**src/rtl/chess_move_clock_if.sv**
```systemverilog
// ---------------------------------------------------------------------------
// chess_move_clock_if
//   Bundles the chess clock's game-control inputs and its display outputs.
//   master : the producer of Player/Checkmate/StartGame/Pause (layout matrix
//            side), which also observes the clock readouts.
//   slave  : the chess clock itself.
// Signals
//   Player        side to move, 1=white 0=black
//   Checkmate     [0]=king captured, [1]=capturing side (1=white)
//   StartGame     level, starts white's clock from IDLE
//   Pause         level, freezes the running clock
//   WhiteMinutes / WhiteSeconds, BlackMinutes / BlackSeconds  remaining time
//   ClockState    0=IDLE 1=RUN 2=PAUSE 3=OVER
//   Result        [0]=game over, [1]=winner (1=white)
//   Flagged       game ended on time rather than checkmate
// ---------------------------------------------------------------------------
interface chess_move_clock_if;
    logic       Player;
    logic [1:0] Checkmate;
    logic       StartGame;
    logic       Pause;
    logic [6:0] WhiteMinutes;
    logic [5:0] WhiteSeconds;
    logic [6:0] BlackMinutes;
    logic [5:0] BlackSeconds;
    logic [1:0] ClockState;
    logic [1:0] Result;
    logic       Flagged;

    modport master (
        output Player, Checkmate, StartGame, Pause,
        input  WhiteMinutes, WhiteSeconds, BlackMinutes, BlackSeconds,
        input  ClockState, Result, Flagged
    );

    modport slave (
        input  Player, Checkmate, StartGame, Pause,
        output WhiteMinutes, WhiteSeconds, BlackMinutes, BlackSeconds,
        output ClockState, Result, Flagged
    );
endinterface

```
**src/rtl/chess_move_clock.sv**
```systemverilog
// ---------------------------------------------------------------------------
// chess_move_clock
//   Two-player countdown chess clock. Keeps remaining minutes:seconds for
//   each side, runs the side named by Player, hands the clock over (with a
//   per-move increment for the side that just moved) whenever Player toggles,
//   and ends the game on checkmate or when the running side's time hits 0:00.
// Ports
//   OutClock  in  game clock, TICKS_PER_SEC cycles per second of game time
//   resetApp  in  asynchronous, active-high reset
//   bus       slave side of chess_move_clock_if (inputs from the layout
//             matrix, registered time/state/result outputs to the display)
// Parameters
//   TICKS_PER_SEC  OutClock cycles per game second (>=2)
//   START_MINUTES  starting minutes per player (1..99)
//   INCREMENT_SEC  seconds credited to the mover after each move (0..59)
// ---------------------------------------------------------------------------
module chess_move_clock #(
    parameter int TICKS_PER_SEC = 5,
    parameter int START_MINUTES = 10,
    parameter int INCREMENT_SEC = 0
) (
    input  logic              OutClock,
    input  logic              resetApp,
    chess_move_clock_if.slave bus
);

    localparam int TICK_W = $clog2(TICKS_PER_SEC);
    localparam logic [TICK_W-1:0] TICK_MAX = TICK_W'(TICKS_PER_SEC - 1);

    typedef struct packed {
        logic [6:0] mm;
        logic [5:0] ss;
    } clkTime_t;

    typedef enum logic [1:0] {
        IDLE  = 2'd0,
        RUN   = 2'd1,
        PAUSE = 2'd2,
        OVER  = 2'd3
    } clockState_t;

    localparam clkTime_t START_TIME = {7'(START_MINUTES), 6'd0};

    // Adds the move increment with a single carry into minutes; anything that
    // would pass 99 minutes pins the display at 99:59.
    function automatic clkTime_t addIncrement(input clkTime_t t);
        logic [6:0] sum;
        clkTime_t   r;
        sum = {1'b0, t.ss} + 7'(INCREMENT_SEC);
        if (sum >= 7'd60) begin
            if (t.mm >= 7'd99) begin
                r.mm = 7'd99;
                r.ss = 6'd59;
            end else begin
                r.mm = t.mm + 7'd1;
                r.ss = 6'(sum - 7'd60);
            end
        end else begin
            r.mm = t.mm;
            r.ss = sum[5:0];
        end
        return r;
    endfunction

    // Removes one second with a borrow from minutes; 0:00 is a floor.
    function automatic clkTime_t takeSecond(input clkTime_t t);
        clkTime_t r;
        if (t.ss != 6'd0) begin
            r.mm = t.mm;
            r.ss = t.ss - 6'd1;
        end else if (t.mm != 7'd0) begin
            r.mm = t.mm - 7'd1;
            r.ss = 6'd59;
        end else begin
            r = t;
        end
        return r;
    endfunction

    clockState_t       state;
    logic [TICK_W-1:0] tickCnt;
    logic              prevPlayer;
    clkTime_t          whiteTime;
    clkTime_t          blackTime;
    logic [1:0]        result;
    logic              flagged;

    logic              toggle;
    clkTime_t          activeNext;
    clkTime_t          moverNext;
    logic              flagFall;

    // Next-value candidates: the running side after losing a second, and the
    // side that just moved after receiving its increment.
    always_comb begin
        toggle     = (bus.Player != prevPlayer);
        activeNext = takeSecond(bus.Player ? whiteTime : blackTime);
        moverNext  = addIncrement(prevPlayer ? whiteTime : blackTime);
        flagFall   = (activeNext == 13'd0);
    end

    // Clock state machine; every output is a register updated here.
    always_ff @(posedge OutClock or posedge resetApp) begin
        if (resetApp) begin
            state      <= IDLE;
            tickCnt    <= '0;
            prevPlayer <= 1'b1;
            whiteTime  <= START_TIME;
            blackTime  <= START_TIME;
            result     <= 2'b00;
            flagged    <= 1'b0;
        end else begin
            prevPlayer <= bus.Player;
            case (state)
                IDLE: begin
                    if (bus.StartGame) begin
                        state   <= RUN;
                        tickCnt <= '0;
                    end else begin
                        state <= IDLE;
                    end
                end
                RUN: begin
                    if (bus.Checkmate[0]) begin
                        state   <= OVER;
                        result  <= {bus.Checkmate[1], 1'b1};
                        flagged <= 1'b0;
                    end else if (toggle) begin
                        // Hand-over edge: credit the mover, restart the second,
                        // and skip any decrement that was due on this edge.
                        tickCnt <= '0;
                        if (prevPlayer) begin
                            whiteTime <= moverNext;
                        end else begin
                            blackTime <= moverNext;
                        end
                    end else if (bus.Pause) begin
                        state <= PAUSE;
                    end else if (tickCnt == TICK_MAX) begin
                        tickCnt <= '0;
                        if (bus.Player) begin
                            whiteTime <= activeNext;
                        end else begin
                            blackTime <= activeNext;
                        end
                        // Flag falls on the same edge that shows 0:00.
                        if (flagFall) begin
                            state   <= OVER;
                            result  <= {~bus.Player, 1'b1};
                            flagged <= 1'b1;
                        end else begin
                            state <= RUN;
                        end
                    end else begin
                        tickCnt <= tickCnt + TICK_W'(1);
                    end
                end
                PAUSE: begin
                    if (bus.Checkmate[0]) begin
                        state   <= OVER;
                        result  <= {bus.Checkmate[1], 1'b1};
                        flagged <= 1'b0;
                    end else if (!bus.Pause) begin
                        state <= RUN;
                    end else begin
                        state <= PAUSE;
                    end
                end
                OVER: begin
                    state <= OVER;
                end
                default: begin
                    state <= IDLE;
                end
            endcase
        end
    end

    assign bus.WhiteMinutes = whiteTime.mm;
    assign bus.WhiteSeconds = whiteTime.ss;
    assign bus.BlackMinutes = blackTime.mm;
    assign bus.BlackSeconds = blackTime.ss;
    assign bus.ClockState   = state;
    assign bus.Result       = result;
    assign bus.Flagged      = flagged;

endmodule

```
**src/flat_wrapper.sv**
```systemverilog
// flat-port wrapper written by rule: the top's interface ports become plain ports
module chess_move_clock_flat 
#(
    parameter int TICKS_PER_SEC = 5,
    parameter int START_MINUTES = 10,
    parameter int INCREMENT_SEC = 0
)
  (OutClock, resetApp, bus_Player, bus_Checkmate, bus_StartGame, bus_Pause, bus_WhiteMinutes, bus_WhiteSeconds, bus_BlackMinutes, bus_BlackSeconds, bus_ClockState, bus_Result, bus_Flagged);
  chess_move_clock_if bus_i ();
  input  logic OutClock;
  input  logic resetApp;
  input wire logic [$bits(bus_i.Player)-1:0] bus_Player;
  input wire logic [$bits(bus_i.Checkmate)-1:0] bus_Checkmate;
  input wire logic [$bits(bus_i.StartGame)-1:0] bus_StartGame;
  input wire logic [$bits(bus_i.Pause)-1:0] bus_Pause;
  output wire logic [$bits(bus_i.WhiteMinutes)-1:0] bus_WhiteMinutes;
  output wire logic [$bits(bus_i.WhiteSeconds)-1:0] bus_WhiteSeconds;
  output wire logic [$bits(bus_i.BlackMinutes)-1:0] bus_BlackMinutes;
  output wire logic [$bits(bus_i.BlackSeconds)-1:0] bus_BlackSeconds;
  output wire logic [$bits(bus_i.ClockState)-1:0] bus_ClockState;
  output wire logic [$bits(bus_i.Result)-1:0] bus_Result;
  output wire logic [$bits(bus_i.Flagged)-1:0] bus_Flagged;
  assign bus_i.Player = bus_Player;
  assign bus_i.Checkmate = bus_Checkmate;
  assign bus_i.StartGame = bus_StartGame;
  assign bus_i.Pause = bus_Pause;
  assign bus_WhiteMinutes = bus_i.WhiteMinutes;
  assign bus_WhiteSeconds = bus_i.WhiteSeconds;
  assign bus_BlackMinutes = bus_i.BlackMinutes;
  assign bus_BlackSeconds = bus_i.BlackSeconds;
  assign bus_ClockState = bus_i.ClockState;
  assign bus_Result = bus_i.Result;
  assign bus_Flagged = bus_i.Flagged;
  chess_move_clock #(.TICKS_PER_SEC(TICKS_PER_SEC), .START_MINUTES(START_MINUTES), .INCREMENT_SEC(INCREMENT_SEC)) u_core (.OutClock(OutClock), .resetApp(resetApp), .bus(bus_i));
endmodule
```
**config.mk**
```make
export PLATFORM = sky130hd
export DESIGN_NAME = chess_move_clock_flat
export DESIGN_NICKNAME = d
export VERILOG_FILES = /design/src/rtl/chess_move_clock_if.sv /design/src/rtl/chess_move_clock.sv /design/src/flat_wrapper.sv
export SDC_FILE = /design/constraint.sdc
export NUM_CORES = 1
export LEC_CHECK = 0
export CAP_MARGIN = 20
export CORE_ASPECT_RATIO = 0.9
export CORE_MARGIN = 2
export CORE_UTILIZATION = 57
export CTS_BUF_LIST = sky130_fd_sc_hd__clkbuf_8
export CTS_CLUSTER_DIAMETER = 60
export DETAILED_ROUTE_END_ITERATION = 8
export GPL_ROUTABILITY_DRIVEN = 0
export MAX_ROUTING_LAYER = met4
export PLACE_DENSITY_LB_ADDON = 0.3
export SLEW_MARGIN = 25
export SYNTH_ARGS = -nofsm -noshare
export SYNTH_HDL_FRONTEND = slang
export SYNTH_SLANG_ARGS = --single-unit
```
**constraint.sdc**
```tcl
create_clock -name OutClock -period 4.3 [get_ports OutClock]
set_input_delay 0.86 -clock OutClock [delete_from_list [all_inputs] [get_ports OutClock]]
set_output_delay 0.86 -clock OutClock [all_outputs]
set_load 0.05 [all_outputs]
```
==> summary.md <==
| Metric | Value |
|---|---|
| Worst Setup End Kind | `flip-flop` |
| Multiplexer share of the synthesized area | `between 10 and 15%` |
| First-pass detailed-route iteration total | `4` |
| Post CTS Setup Buffer Count | `0` |
| CTS buffer count | `5` |
| Xor/xnor cell area share of the yosys netlist | `under 10%` |
| R2r worst-path depth | `6` |
| Period utilisation layout | `between 80% and 90%` |
| Post-synth net total | `338` |
| Synth Warn # | `0` |
| CP Max Fanout | `26` |
| Placed Instance Area | `between 0.003 and 0.004 mm2` |
| Crit Path Class | `input port to flip-flop` |
| Final Hold Fails | `0` |
| Ant diodes | `0` |
| Clock transition at the registers of the reported paths | `roughly 80 ps` |
| # Max-Cap Violations | `0` |
| Worst Path Required | `between 4000 and 5000 ps` |
| Clk buf depth | `2` |
| Reg-to-reg endpoint | `u_core.bus.BlackMinutes[5]$_DFFE_PP0P_` |
| Post-DR vias/cell | `just over 6` |
| Largest family of logic cells by synthesized area | `compound AO/OA/AOI/OAI gates` |
| DRT iter0 DRCs | `about 220` |
| Final nets | `around 370` |
| Top_reg_cell synth | `dfrtp_1` |
| CTS sink cnt | `35` |
| Core area | `roughly 0.0048 mm2` |
| Number of flops mapped to enable cells by yosys | `0` |
| Die ar. | `0.00555 mm2` |
| Vias | `between 2k and 3k` |
| Final core utilization | `69.5%` |
| I/O pin total | `38` |
| Slew HR | `between 50 and 60%` |
| Post-synth ARST share | `100%` |
| Die Ht | `just over 70 um` |
| Root Driver | `clkbuf_8` |
| Initial antenna violation count | `0` |
| # hold bufs at CTS | `0` |
| Largest net degree at the start of global routing | `36` |
| Die Wd | `just under 80 um` |
| Per-cell routed wire length | `around 17 um` |
| ANT nets after route | `0` |
| Initial Utilization | `around 59%` |
| Global route overflow | `0` |
| DPL Wire Length | `between 5 and 6 mm` |
| Hold path depth | `2` |
| Synth Area in Compound Gates | `about a fifth` |
| Status | `finished clean` |
| Post-Syn Instances | `320` |
| Sum of negative setup slack | `0 ps` |
| HP Start | `u_core.bus.Result[0]$_DFFE_PP0P_` |
| Simple-gate share of the synthesized area | `21.0%` |
| Sequential fraction of the synthesis area | `a little under a third` |
| Lkg Pwr | `around 1.4 nW` |
| FMAX | `a little under 300 MHz` |
| Fillers | `around 400` |
| RR Startpoint | `u_core.prevPlayer$_DFF_PP1_` |
| Pre-CTS WS | `approximately 580 ps` |
| First-pass GRT wire length | `about 12 mm` |
| Cell Pwr Density | `around 370 mW/mm2` |
| DRC viols | `0` |
| Overall routing resource usage | `between 20% and 30%` |
| Yosys reg bits | `35` |
| Tmin final | `roughly 3500 ps` |
| Share of layout cells above drive strength 1 | `15.3%` |
| R2R Setup Slk | `1120 ps` |
| Hold crit path type | `flip-flop to flip-flop` |
| Synthesized area per cell | `approximately 8.9 um2` |
| RSZ-0062 raised after global routing | `false` |
| Worst Hold Slack | `489 ps` |
| Adder-cell share of the synthesized area | `under 10%` |
| Num rows | `24` |
| Least-Margin Pin Slew | `736 ps` |
| Final setup vio count | `0` |
| Slew Limit Fails | `0` |
| Final worst setup slack | `848 ps` |
| Post_cts resized | `0` |
| Routed WL | `about 7 mm` |
| Finished Cell Area | `roughly 0.0033 mm2` |
| Htree depth | `2` |
| IO Port Bufs | `37` |
| CTS tree | `done` |
| VDD IR max | `around 0.23 mV` |
| Synthesis-to-finish area growth | `17.9%` |
| CP Launch Type | `input port` |
| Critical path arrival | `around 3600 ps` |
| Hold Crit Endpoint | `u_core.bus.Result[0]$_DFFE_PP0P_` |
| Netlist cell types | `60` |
| Synthesized area | `roughly 0.0028 mm2` |
| Number of global-route vias before repair | `2,423` |
| Worst-skew pair later-pin latency | `300 ps` |
| Clock Skew | `around 11 ps` |
## how the worst max path moves through the flow
stage / startpoint / end / slack, ps / cells after the start
floorplan: bus_Player / u_core.bus.Result[1]$_DFFE_PP0P_ / 1000 / 11
global placement: bus_Player / u_core.bus.Result[1]$_DFFE_PP0P_ / 670 / 9
detailed placement: bus_Player / u_core.bus.Result[1]$_DFFE_PP0P_ / 580 / 9
CTS: bus_Player / u_core.bus.Result[1]$_DFFE_PP0P_ / 870 / 9
global route: bus_Player / u_core.bus.Result[1]$_DFFE_PP0P_ / 630 / 9
finish: bus_Player / u_core.bus.Result[1]$_DFFE_PP0P_ / 850 / 9
## layer usage
layer	vias to the layer above	track usage (%)	part of all wire (%)
met2	70	43.5	48
met1	1205	36.8	45
li1	1243	-	-
met5	-	-	0
met4	0	11.5	1.2
met3	9	4.97	5.5
## registers in the layout, summed over array words and instances (netlist names)
register,cells
u_core.bus.BlackMinutes,7
u_core.prevPlayer,1
u_core.bus.BlackSeconds,6
u_core.bus.Flagged,1
u_core.bus.ClockState,2
u_core.bus.Result,2
u_core.tickCnt,3
u_core.bus.WhiteMinutes,7
u_core.bus.WhiteSeconds,6
## logic make-up (layout without fill, tap and decap cells)
| logic type | Yosys count | in the layout |
|---|---|---|
| AND/OR/NAND/NOR | 108 | 108 |
| AO/OA/AOI/OAI | 94 | 94 |
| multiplexers | 36 | 36 |
| flip-flops | 35 | 35 |
| buffers and inverters | 28 | 62 |
| adder cells (fa/ha/maj) | 11 | 11 |
| XOR/XNOR | 8 | 8 |
## cells in the final DEF (no fill, tap or decap), types with 3 or more instances in the layout
| cell | instances |
|---|---|
| or2_2 | 3 |
| nand2b_1 | 3 |
| nor2_1 | 22 |
| buf_4 | 5 |
| mux2i_1 | 18 |
| o21ai_0 | 42 |
| or3_1 | 4 |
| inv_1 | 12 |
| nor4_1 | 4 |
| mux2_2 | 14 |
| nand3_1 | 5 |
| xnor2_1 | 5 |
| nor3_1 | 7 |
| dfstp_2 | 5 |
| o22ai_1 | 6 |
| nor3b_1 | 5 |
| clkbuf_8 | 5 |
| a31oi_1 | 7 |
| ha_1 | 11 |
| o21ai_1 | 4 |
| xor2_1 | 3 |
| a21oi_1 | 9 |
| dfrtp_1 | 30 |
| nor3_2 | 4 |
| clkdlybuf4s50_1 | 36 |
| nand2_1 | 35 |
## critical path, stage by stage
cell	delay (ps)
buf_2	500
mux2i_1	380
ha_1	390
o2111ai_4	250
nor3_2	270
mux2i_1	420
nor4_4	120
a211o_1	310
o211a_1	120
## report_power, final
part | switching (W) | leakage [nW] | internal, W | total [W]
clock network | 0.000123 | 0.0581 | 0.000172 | 0.000295
logic | 0.000317 | 0.876 | 0.000186 | 0.000504
registers | 0.0000639 | 0.439 | 0.000366 | 0.000430
total | 0.000504 | 1.37 | 0.000724 | 0.00123
## synth_stat cells (all sizes together) (3+ instances only)
cell type	count	area share [%]
nor3	11	2.7
inv	12	1.6
clkbuf	9	1.2
a31oi	7	1.5
o21ai	46	8.1
nor4b	4	1.7
nor4	6	2.1
nor2	22	2.9
o2111ai	3	1.5
xnor2	5	1.5
nand2b	3	0.66
mux2	14	5.6
xor2	3	0.93
or3	4	0.88
buf	7	2.0
dfstp	5	4.6
dfrtp	30	27
or2	3	0.66
nor3b	6	1.8
o22ai	7	1.8
ha	11	4.9
a21oi	10	1.9
nand3	5	0.88
nand2	36	4.9
mux2i	22	8.9
## through the flow
| step | total power (W) | instances |
|---|---|---|
| 2_1_floorplan | 0.000785 | 320 |
| 3_3_place_gp | 0.000919 | 411 |
| 3_5_place_dp | 0.000931 | 411 |
| 4_1_cts | 0.00123 | 419 |
| 5_1_grt | 0.00130 | 419 |
| 6_report | 0.00123 | 419 |
## layout make-up
class                      instances  area, um2  share of cell area [%]
multi-input combinational        257       1820                    54.4
sequential                        35        882                    26.4
timing repair buffer              42        403                    12.1
tap                               65       81.3                    2.44
clock buffer                       5       68.8                    2.06
inverter                          12       45.0                    1.35
clock inverter                     3       43.8                    1.31
Power figures use the tool's default switching activity.
